==> src/rtl/baud_generator_frac_if.sv <==
// Interface bundle for baud_generator_frac.
// Purpose: groups the divisor control inputs and the tick outputs of the
// fractional baud generator so the consumer (UART RX/TX glue) and the
// generator share one port.
// Signals:
//   en         count enable; 0 freezes the generator (no ticks)
//   restart    phase restart; clears counters, no tick that cycle
//   dvsr_int   integer divisor N (valid N >= 2)
//   dvsr_frac  fractional divisor F (resolution 1/2^FRAC_WIDTH)
//   s_tick     oversample tick, average period N + F/2^FRAC_WIDTH clks
//   mid_tick   coincident with the s_tick at mid-bit
//   bit_tick   coincident with the last s_tick of a bit
//   dvsr_err   1 while the latched N is below 2
// Handshake: there is no valid/ready pair. en and restart are level
// controls sampled on every rising clock edge; the ticks are single-cycle
// registered pulses that the consumer must sample on the edge where they
// are high (they are never held or re-sent).
interface baud_generator_frac_if #(
  parameter int INT_WIDTH  = 16,
  parameter int FRAC_WIDTH = 4
);
  logic                  en;
  logic                  restart;
  logic [INT_WIDTH-1:0]  dvsr_int;
  logic [FRAC_WIDTH-1:0] dvsr_frac;
  logic                  s_tick;
  logic                  mid_tick;
  logic                  bit_tick;
  logic                  dvsr_err;

  // Consumer side: drives the divisor and controls, receives ticks.
  modport master (
    output en, restart, dvsr_int, dvsr_frac,
    input  s_tick, mid_tick, bit_tick, dvsr_err
  );

  // Generator side.
  modport slave (
    input  en, restart, dvsr_int, dvsr_frac,
    output s_tick, mid_tick, bit_tick, dvsr_err
  );
endinterface

==> src/rtl/baud_generator_frac.sv <==
// Fractional-N baud tick generator.
// Purpose: divides clk by dvsr_int + dvsr_frac/2^FRAC_WIDTH to produce an
// oversample tick, plus a per-bit tick and a mid-bit tick derived from an
// oversample counter. Periods are N or N+1 clks, with the N+1 periods spread
// evenly by a first-order fractional accumulator.
// Ports:
//   clk    rising-edge system clock
//   reset  synchronous, active-high; clears all state and outputs
//   bus    baud_generator_frac_if.slave (en, restart, dvsr_int, dvsr_frac
//          in; s_tick, mid_tick, bit_tick, dvsr_err out)
// Priority per edge: reset > divisor change > restart > en.
module baud_generator_frac #(
  parameter int INT_WIDTH  = 16,
  parameter int FRAC_WIDTH = 4,
  parameter int OVS        = 16
) (
  input  logic                   clk,
  input  logic                   reset,
  baud_generator_frac_if.slave   bus
);

  localparam int OVS_W = (OVS > 1) ? $clog2(OVS) : 1;
  localparam logic [OVS_W-1:0] OVS_LAST = OVS_W'(OVS - 1);
  localparam logic [OVS_W-1:0] OVS_MID  = OVS_W'(OVS / 2 - 1);

  logic [INT_WIDTH-1:0]  cnt_q,     cnt_d;
  logic [INT_WIDTH-1:0]  limit_q,   limit_d;
  logic [FRAC_WIDTH-1:0] acc_q,     acc_d;
  logic [OVS_W-1:0]      ovs_cnt_q, ovs_cnt_d;
  logic [INT_WIDTH-1:0]  int_q,     int_d;
  logic [FRAC_WIDTH-1:0] frac_q,    frac_d;
  logic                  s_tick_q,   s_tick_d;
  logic                  mid_tick_q, mid_tick_d;
  logic                  bit_tick_q, bit_tick_d;
  logic                  dvsr_err_q, dvsr_err_d;

  logic                  div_change;
  logic                  int_ok;
  logic                  at_limit;
  logic [FRAC_WIDTH:0]   frac_sum;

  // Any difference between the live divisor and the latched copy is a
  // divisor change. After reset the latched copy is zero, so the first
  // non-zero divisor seen is the change that starts counting.
  assign div_change = ({bus.dvsr_int, bus.dvsr_frac} != {int_q, frac_q});

  // Counting is only allowed with a latched N >= 2. Checking the latched
  // divisor rather than dvsr_err_q also blocks counting straight after
  // reset, when the latched N is 0 but dvsr_err is still cleared.
  assign int_ok   = (int_q >= INT_WIDTH'(2));
  assign at_limit = (cnt_q == limit_q);

  // Accumulator plus fraction; the top bit is the carry that stretches the
  // next period by one clock.
  assign frac_sum = {1'b0, acc_q} + {1'b0, frac_q};

  always_comb begin
    cnt_d      = cnt_q;
    limit_d    = limit_q;
    acc_d      = acc_q;
    ovs_cnt_d  = ovs_cnt_q;
    int_d      = int_q;
    frac_d     = frac_q;
    dvsr_err_d = dvsr_err_q;
    s_tick_d   = 1'b0;
    mid_tick_d = 1'b0;
    bit_tick_d = 1'b0;

    if (div_change) begin
      int_d      = bus.dvsr_int;
      frac_d     = bus.dvsr_frac;
      cnt_d      = '0;
      acc_d      = '0;
      ovs_cnt_d  = '0;
      // First period after a change is exactly N clocks (no carry yet).
      limit_d    = bus.dvsr_int - INT_WIDTH'(1);
      dvsr_err_d = (bus.dvsr_int < INT_WIDTH'(2));
    end else if (bus.restart) begin
      cnt_d     = '0;
      acc_d     = '0;
      ovs_cnt_d = '0;
      limit_d   = int_q - INT_WIDTH'(1);
    end else if (bus.en && int_ok) begin
      if (!at_limit) begin
        cnt_d = cnt_q + INT_WIDTH'(1);
      end else begin
        s_tick_d   = 1'b1;
        mid_tick_d = (ovs_cnt_q == OVS_MID);
        bit_tick_d = (ovs_cnt_q == OVS_LAST);
        cnt_d      = '0;
        acc_d      = frac_sum[FRAC_WIDTH-1:0];
        // limit = N-1+c never wraps: at most N-1+1 = N.
        limit_d    = int_q - INT_WIDTH'(1) + INT_WIDTH'(frac_sum[FRAC_WIDTH]);
        ovs_cnt_d  = (ovs_cnt_q == OVS_LAST) ? '0 : ovs_cnt_q + OVS_W'(1);
      end
    end
  end

  always_ff @(posedge clk) begin
    if (reset) begin
      cnt_q      <= '0;
      limit_q    <= '0;
      acc_q      <= '0;
      ovs_cnt_q  <= '0;
      int_q      <= '0;
      frac_q     <= '0;
      dvsr_err_q <= 1'b0;
      s_tick_q   <= 1'b0;
      mid_tick_q <= 1'b0;
      bit_tick_q <= 1'b0;
    end else begin
      cnt_q      <= cnt_d;
      limit_q    <= limit_d;
      acc_q      <= acc_d;
      ovs_cnt_q  <= ovs_cnt_d;
      int_q      <= int_d;
      frac_q     <= frac_d;
      dvsr_err_q <= dvsr_err_d;
      s_tick_q   <= s_tick_d;
      mid_tick_q <= mid_tick_d;
      bit_tick_q <= bit_tick_d;
    end
  end

  assign bus.s_tick   = s_tick_q;
  assign bus.mid_tick = mid_tick_q;
  assign bus.bit_tick = bit_tick_q;
  assign bus.dvsr_err = dvsr_err_q;

endmodule

==> src/flat_wrapper.sv <==
// flat-port wrapper written by rule: the top's interface ports become plain ports
module baud_generator_frac_flat 
#(
  parameter int INT_WIDTH  = 16,
  parameter int FRAC_WIDTH = 4,
  parameter int OVS        = 16
)
  (clk, reset, bus_en, bus_restart, bus_dvsr_int, bus_dvsr_frac, bus_s_tick, bus_mid_tick, bus_bit_tick, bus_dvsr_err);
  baud_generator_frac_if #(.INT_WIDTH(INT_WIDTH), .FRAC_WIDTH(FRAC_WIDTH)) bus_i ();
  input  logic clk;
  input  logic reset;
  input wire logic [$bits(bus_i.en)-1:0] bus_en;
  input wire logic [$bits(bus_i.restart)-1:0] bus_restart;
  input wire logic [$bits(bus_i.dvsr_int)-1:0] bus_dvsr_int;
  input wire logic [$bits(bus_i.dvsr_frac)-1:0] bus_dvsr_frac;
  output wire logic [$bits(bus_i.s_tick)-1:0] bus_s_tick;
  output wire logic [$bits(bus_i.mid_tick)-1:0] bus_mid_tick;
  output wire logic [$bits(bus_i.bit_tick)-1:0] bus_bit_tick;
  output wire logic [$bits(bus_i.dvsr_err)-1:0] bus_dvsr_err;
  assign bus_i.en = bus_en;
  assign bus_i.restart = bus_restart;
  assign bus_i.dvsr_int = bus_dvsr_int;
  assign bus_i.dvsr_frac = bus_dvsr_frac;
  assign bus_s_tick = bus_i.s_tick;
  assign bus_mid_tick = bus_i.mid_tick;
  assign bus_bit_tick = bus_i.bit_tick;
  assign bus_dvsr_err = bus_i.dvsr_err;
  baud_generator_frac #(.INT_WIDTH(INT_WIDTH), .FRAC_WIDTH(FRAC_WIDTH), .OVS(OVS)) u_core (.clk(clk), .reset(reset), .bus(bus_i));
endmodule
==> config.mk <==
export PLATFORM = sky130hd
export DESIGN_NAME = baud_generator_frac_flat
export DESIGN_NICKNAME = d
export VERILOG_FILES = /design/src/rtl/baud_generator_frac_if.sv /design/src/rtl/baud_generator_frac.sv /design/src/flat_wrapper.sv
export SDC_FILE = /design/constraint.sdc
export NUM_CORES = 1
export LEC_CHECK = 0
export BUFFER_PORTS_ARGS = -buffer_cell sky130_fd_sc_hd__buf_4
export CELL_PAD_IN_SITES_DETAIL_PLACEMENT = 1
export CELL_PAD_IN_SITES_GLOBAL_PLACEMENT = 1
export CORE_AREA = 2 2 119 121
export DETAILED_ROUTE_END_ITERATION = 10
export DIE_AREA = 0 0 121 123
export PLACE_DENSITY_LB_ADDON = 0.1
export SLEW_MARGIN = 20
export SYNTH_ARGS = -nofsm -noshare
export SYNTH_HDL_FRONTEND = slang
export SYNTH_SLANG_ARGS = --single-unit
==> constraint.sdc <==
create_clock -name clk -period 3.15 [get_ports clk]
set_clock_uncertainty 0.05 [all_clocks]
set_input_delay 0.7875 -clock clk [delete_from_list [all_inputs] [get_ports clk]]
set_output_delay 0.7875 -clock clk [all_outputs]
set_load 0.005 [all_outputs]
==> metrics.txt <==
relative contribution of sequential cells to total power=41.0%; layout cell share with drive strength beyond 1=22.06%; crit end category=register; max-cap viol count=0; number of nets in the synthesized netlist=480; Final ANT Viol Nets=0; primary flip-flop cell chosen by synthesis mapping=sky130_fd_sc_hd__dfxtp_1; share of the synthesized netlist area taken by xor and xnor gates=17.80%; crit path max-delay cell type=sky130_fd_sc_hd__or3b_4; number of enable flip-flop cells after synthesis=0; routed wire length=11.39 mm; class of the most critical hold timing path=register to register; top cell type by total area after synthesis=sky130_fd_sc_hd__dfxtp_1; routed via count=3,209; combinational share of power=12.5%; number of buffer cells added on primary ports=27; crit start category=register; maximum net fanout on the critical path=3; routed len/inst=17.12 um; warning count from the yosys run=0; Post-Syn Area per Cell=9.085 um^2; cells after synthesis=444; first-pass GRT wire length=18.30 mm; Synth Area in Compound Gates=13.62%; # clock sinks=64; most frequent cells in the layout=sky130_fd_sc_hd__dfxtp_1 (62), sky130_fd_sc_hd__xnor2_1 (55), sky130_fd_sc_hd__buf_4 (48); net count reported at finish=516; Filler cells=1,583; H-tree levels=3; number of buffers between clock root and the deepest sink=2; largest cells by area after synthesis=sky130_fd_sc_hd__dfxtp_1 (32%), sky130_fd_sc_hd__xnor2_1 (12%), sky130_fd_sc_hd__xor2_1 (5.9%), sky130_fd_sc_hd__nor2_1 (3.7%), sky130_fd_sc_hd__ha_1 (3.4%); worst-case hold slack=0.4394 ns; sequential-to-total area share from yosys stat=31.76%; height of the chip=123 um; I/O Pins=28; via count of the first global-routing pass=3,311; cell-internal power=1.572 mW; clock root buffer master=sky130_fd_sc_hd__clkbuf_16; TritonCTS clock tree=done; final instance count without filler cells=665; VDD IR max=201.8 uV; Inst Count DP=647; switching share of power=26.15%; sw power=556.7 uW; post-DR vias/cell=4.826; Core ar.=13,610 um^2; Synth Cell Area=4034 um^2; GRT Resource Usage Total=16.23%; starting density of the core=29.64%; die width=121 um; hold violation total from the final report=0; data required time of the critical path=3.30 ns; share of synthesized cell area in full adder, half adder and majority cells=3.908%; final setup fails=0; residual DRC count=0; most common cell after layout, fill and taps aside=sky130_fd_sc_hd__dfxtp_1; final worst path period share=95.25%; Area Growth Syn to Fin=18.89%; final worst-path setup slack=0.1496 ns; signal arrival time at the worst endpoint=3.15 ns; flops & latches, synth=64; largest incremental delay on the critical path=0.41 ns; total gr overflow=0; number of clock buffers inserted by TritonCTS=9; Antenna Diode Count=0; slew at the pin closest to its max-slew limit=0.7223 ns; unrepaired setup endpoints after global routing=true; placed wire-length estimate=8.725 mm; power density over the cells=443.9 nW/um^2; clock input transition at the sequential cells of the worst setup and hold paths=0.06 ns; max-slew headroom at the worst pin=51.44%; ys async rst share=0%; number of placement rows=43; number of buffers and inverters on the critical path=2; Max Transition Viols Final=0; number of design-rule violations left by the first detailed-router iteration=148; antenna violations before repair=0; dominant combinational cell family by area after synthesis=simple AND/OR/NAND/NOR gates; leakage power=1.724 nW; gpl congestion=0.7894; top cell family by delay on the critical path=simple AND/OR/NAND/NOR gates; worst slack, placed=-0.1468 ns; relative contribution of the clock network to total power=46.5%; Yosys top cell area share=31.76%; highest achievable clock rate=0.3333 GHz; result of the run=finished, final reports clean; worst setup path category=register to register; ordered list of cells on the worst path=ha_4 > inv_2 > fa_2 > nor2b_1 > o21ai_1 > nand2b_1 > ha_2 > or3b_4 > a211oi_4 > buf_4 > o21ai_0 > xor2_1 > mux2_2 > nor2_1 > a211oi_1; simple-gate portion of the synthesized area=24.69%; portion of netlist area occupied by mux cells=3.536%; Pre-antenna DRT Iters=4; worst skew pair latency=0.34 ns; Period minus WS final=3.000 ns; Total Die Area=14,880 um^2; maximum number of pins on one net before global-route repair=43; unique cell type count in the Yosys netlist=69
[Yosys cell counts, drive strengths merged, types with 8 or more instances]
cell type and instances:
dfxtp 64, a21oi 14, clkbuf 10, xor2 27
xnor2 55, nand4 12, mux2i 12, inv 10
nand2 23, nor3 11, ha 11, a211oi 8
nor4 8, nand3 17, nor2 51, o21ai 12
buf 13, nor2b 21
[cell families (layout without fill, tap and decap cells)]
group,count (synthesis),in the layout
adders and majority gates,12,12
and+or+nand+nor,170,170
DFF,64,64
xor gates and xnor gates,82,82
AOI/OAI and AO/OA,69,69
buffers and inverters,33,74
muxes,14,14
[path summary, 6_finish.rpt]
check,depth (start not counted),slack (ns),end,start
min,1,0.44,u_core.acc_q[2],u_core.acc_q[2]
min reg2reg,1,0.44,u_core.acc_q[2],u_core.acc_q[2]
max reg2reg,15,0.15,u_core.limit_q[7],u_core.frac_q[0]
max,15,0.15,u_core.limit_q[7],u_core.frac_q[0]
[area by class of cell]
class | count | area [um^2] | area share [%]
well taps | 180 | 225.2 | 4.696
flip-flops and latches | 64 | 1284 | 26.77
clock inverters | 3 | 42.54 | 0.8870
clock buffers | 13 | 240.2 | 5.009
inverters | 10 | 37.54 | 0.7827
multi-input cells | 347 | 2606 | 54.34
repair buffers | 48 | 360.3 | 7.514
[power groups by stage]
stage               combinational, mW  sequential [mW]  clock (mW)
finish                          0.265            0.874       0.990
CTS                             0.269            0.874        1.02
floorplan                       0.191            0.871           0
global placement                0.261            0.891           0
global route                    0.294            0.879        1.03
detailed placement              0.264            0.892           0
[metrics by stage]
stage	instance area (um^2)	setup TNS [ns]	power (mW)	utilization (%)
floorplan	4034	0	1.062	-
global placement	4453	-0.0006553	1.152	32.71
detailed placement	4453	-0.3712	1.156	32.71
CTS	4760	0	2.158	34.97
global route	4796	-0.07526	2.205	35.23
finish	4796	0	2.129	35.23
[worst reg2reg max path: stages (launching register included)]
cell,delay (ns)
sky130_fd_sc_hd__dfxtp_2,0.35
sky130_fd_sc_hd__ha_4,0.15
sky130_fd_sc_hd__inv_2,0.04
sky130_fd_sc_hd__fa_2,0.33
sky130_fd_sc_hd__nor2b_1,0.12
sky130_fd_sc_hd__o21ai_1,0.07
sky130_fd_sc_hd__nand2b_1,0.07
sky130_fd_sc_hd__ha_2,0.17
sky130_fd_sc_hd__or3b_4,0.41
sky130_fd_sc_hd__a211oi_4,0.27
sky130_fd_sc_hd__buf_4,0.15
sky130_fd_sc_hd__o21ai_0,0.09
sky130_fd_sc_hd__xor2_1,0.17
sky130_fd_sc_hd__mux2_2,0.27
sky130_fd_sc_hd__nor2_1,0.09
sky130_fd_sc_hd__a211oi_1,0.05
[state kept, by name, summed over array words and instances (netlist names)]
| register | flops |
|---|---|
| u_core.cnt_q | 16 |
| u_core.bus.bit_tick | 1 |
| u_core.bus.mid_tick | 1 |
| u_core.ovs_cnt_q | 4 |
| u_core.bus.s_tick | 1 |
| u_core.frac_q | 4 |
| u_core.bus.dvsr_err | 1 |
| u_core.limit_q | 16 |
| u_core.int_q | 16 |
| u_core.acc_q | 4 |
[per-layer routing]
metal	wire, um	up-vias	global-route usage [%]
li1	-	1634	-
met1	5760	1547	22.14
met2	5302	19	25.98
met3	168	9	2.491
met4	156	0	5.887
met5	0	-	0
[timing repair]
action	CTS	global route
pin swaps	4	2
buffers inserted	1	1
setup endpoints to repair	4	7
hold buffers	0	0
gates resized for setup	3	11
hold endpoints to repair	0	0
gates cloned	0	0
No activity file was read; power rests on OpenSTA's default activity.
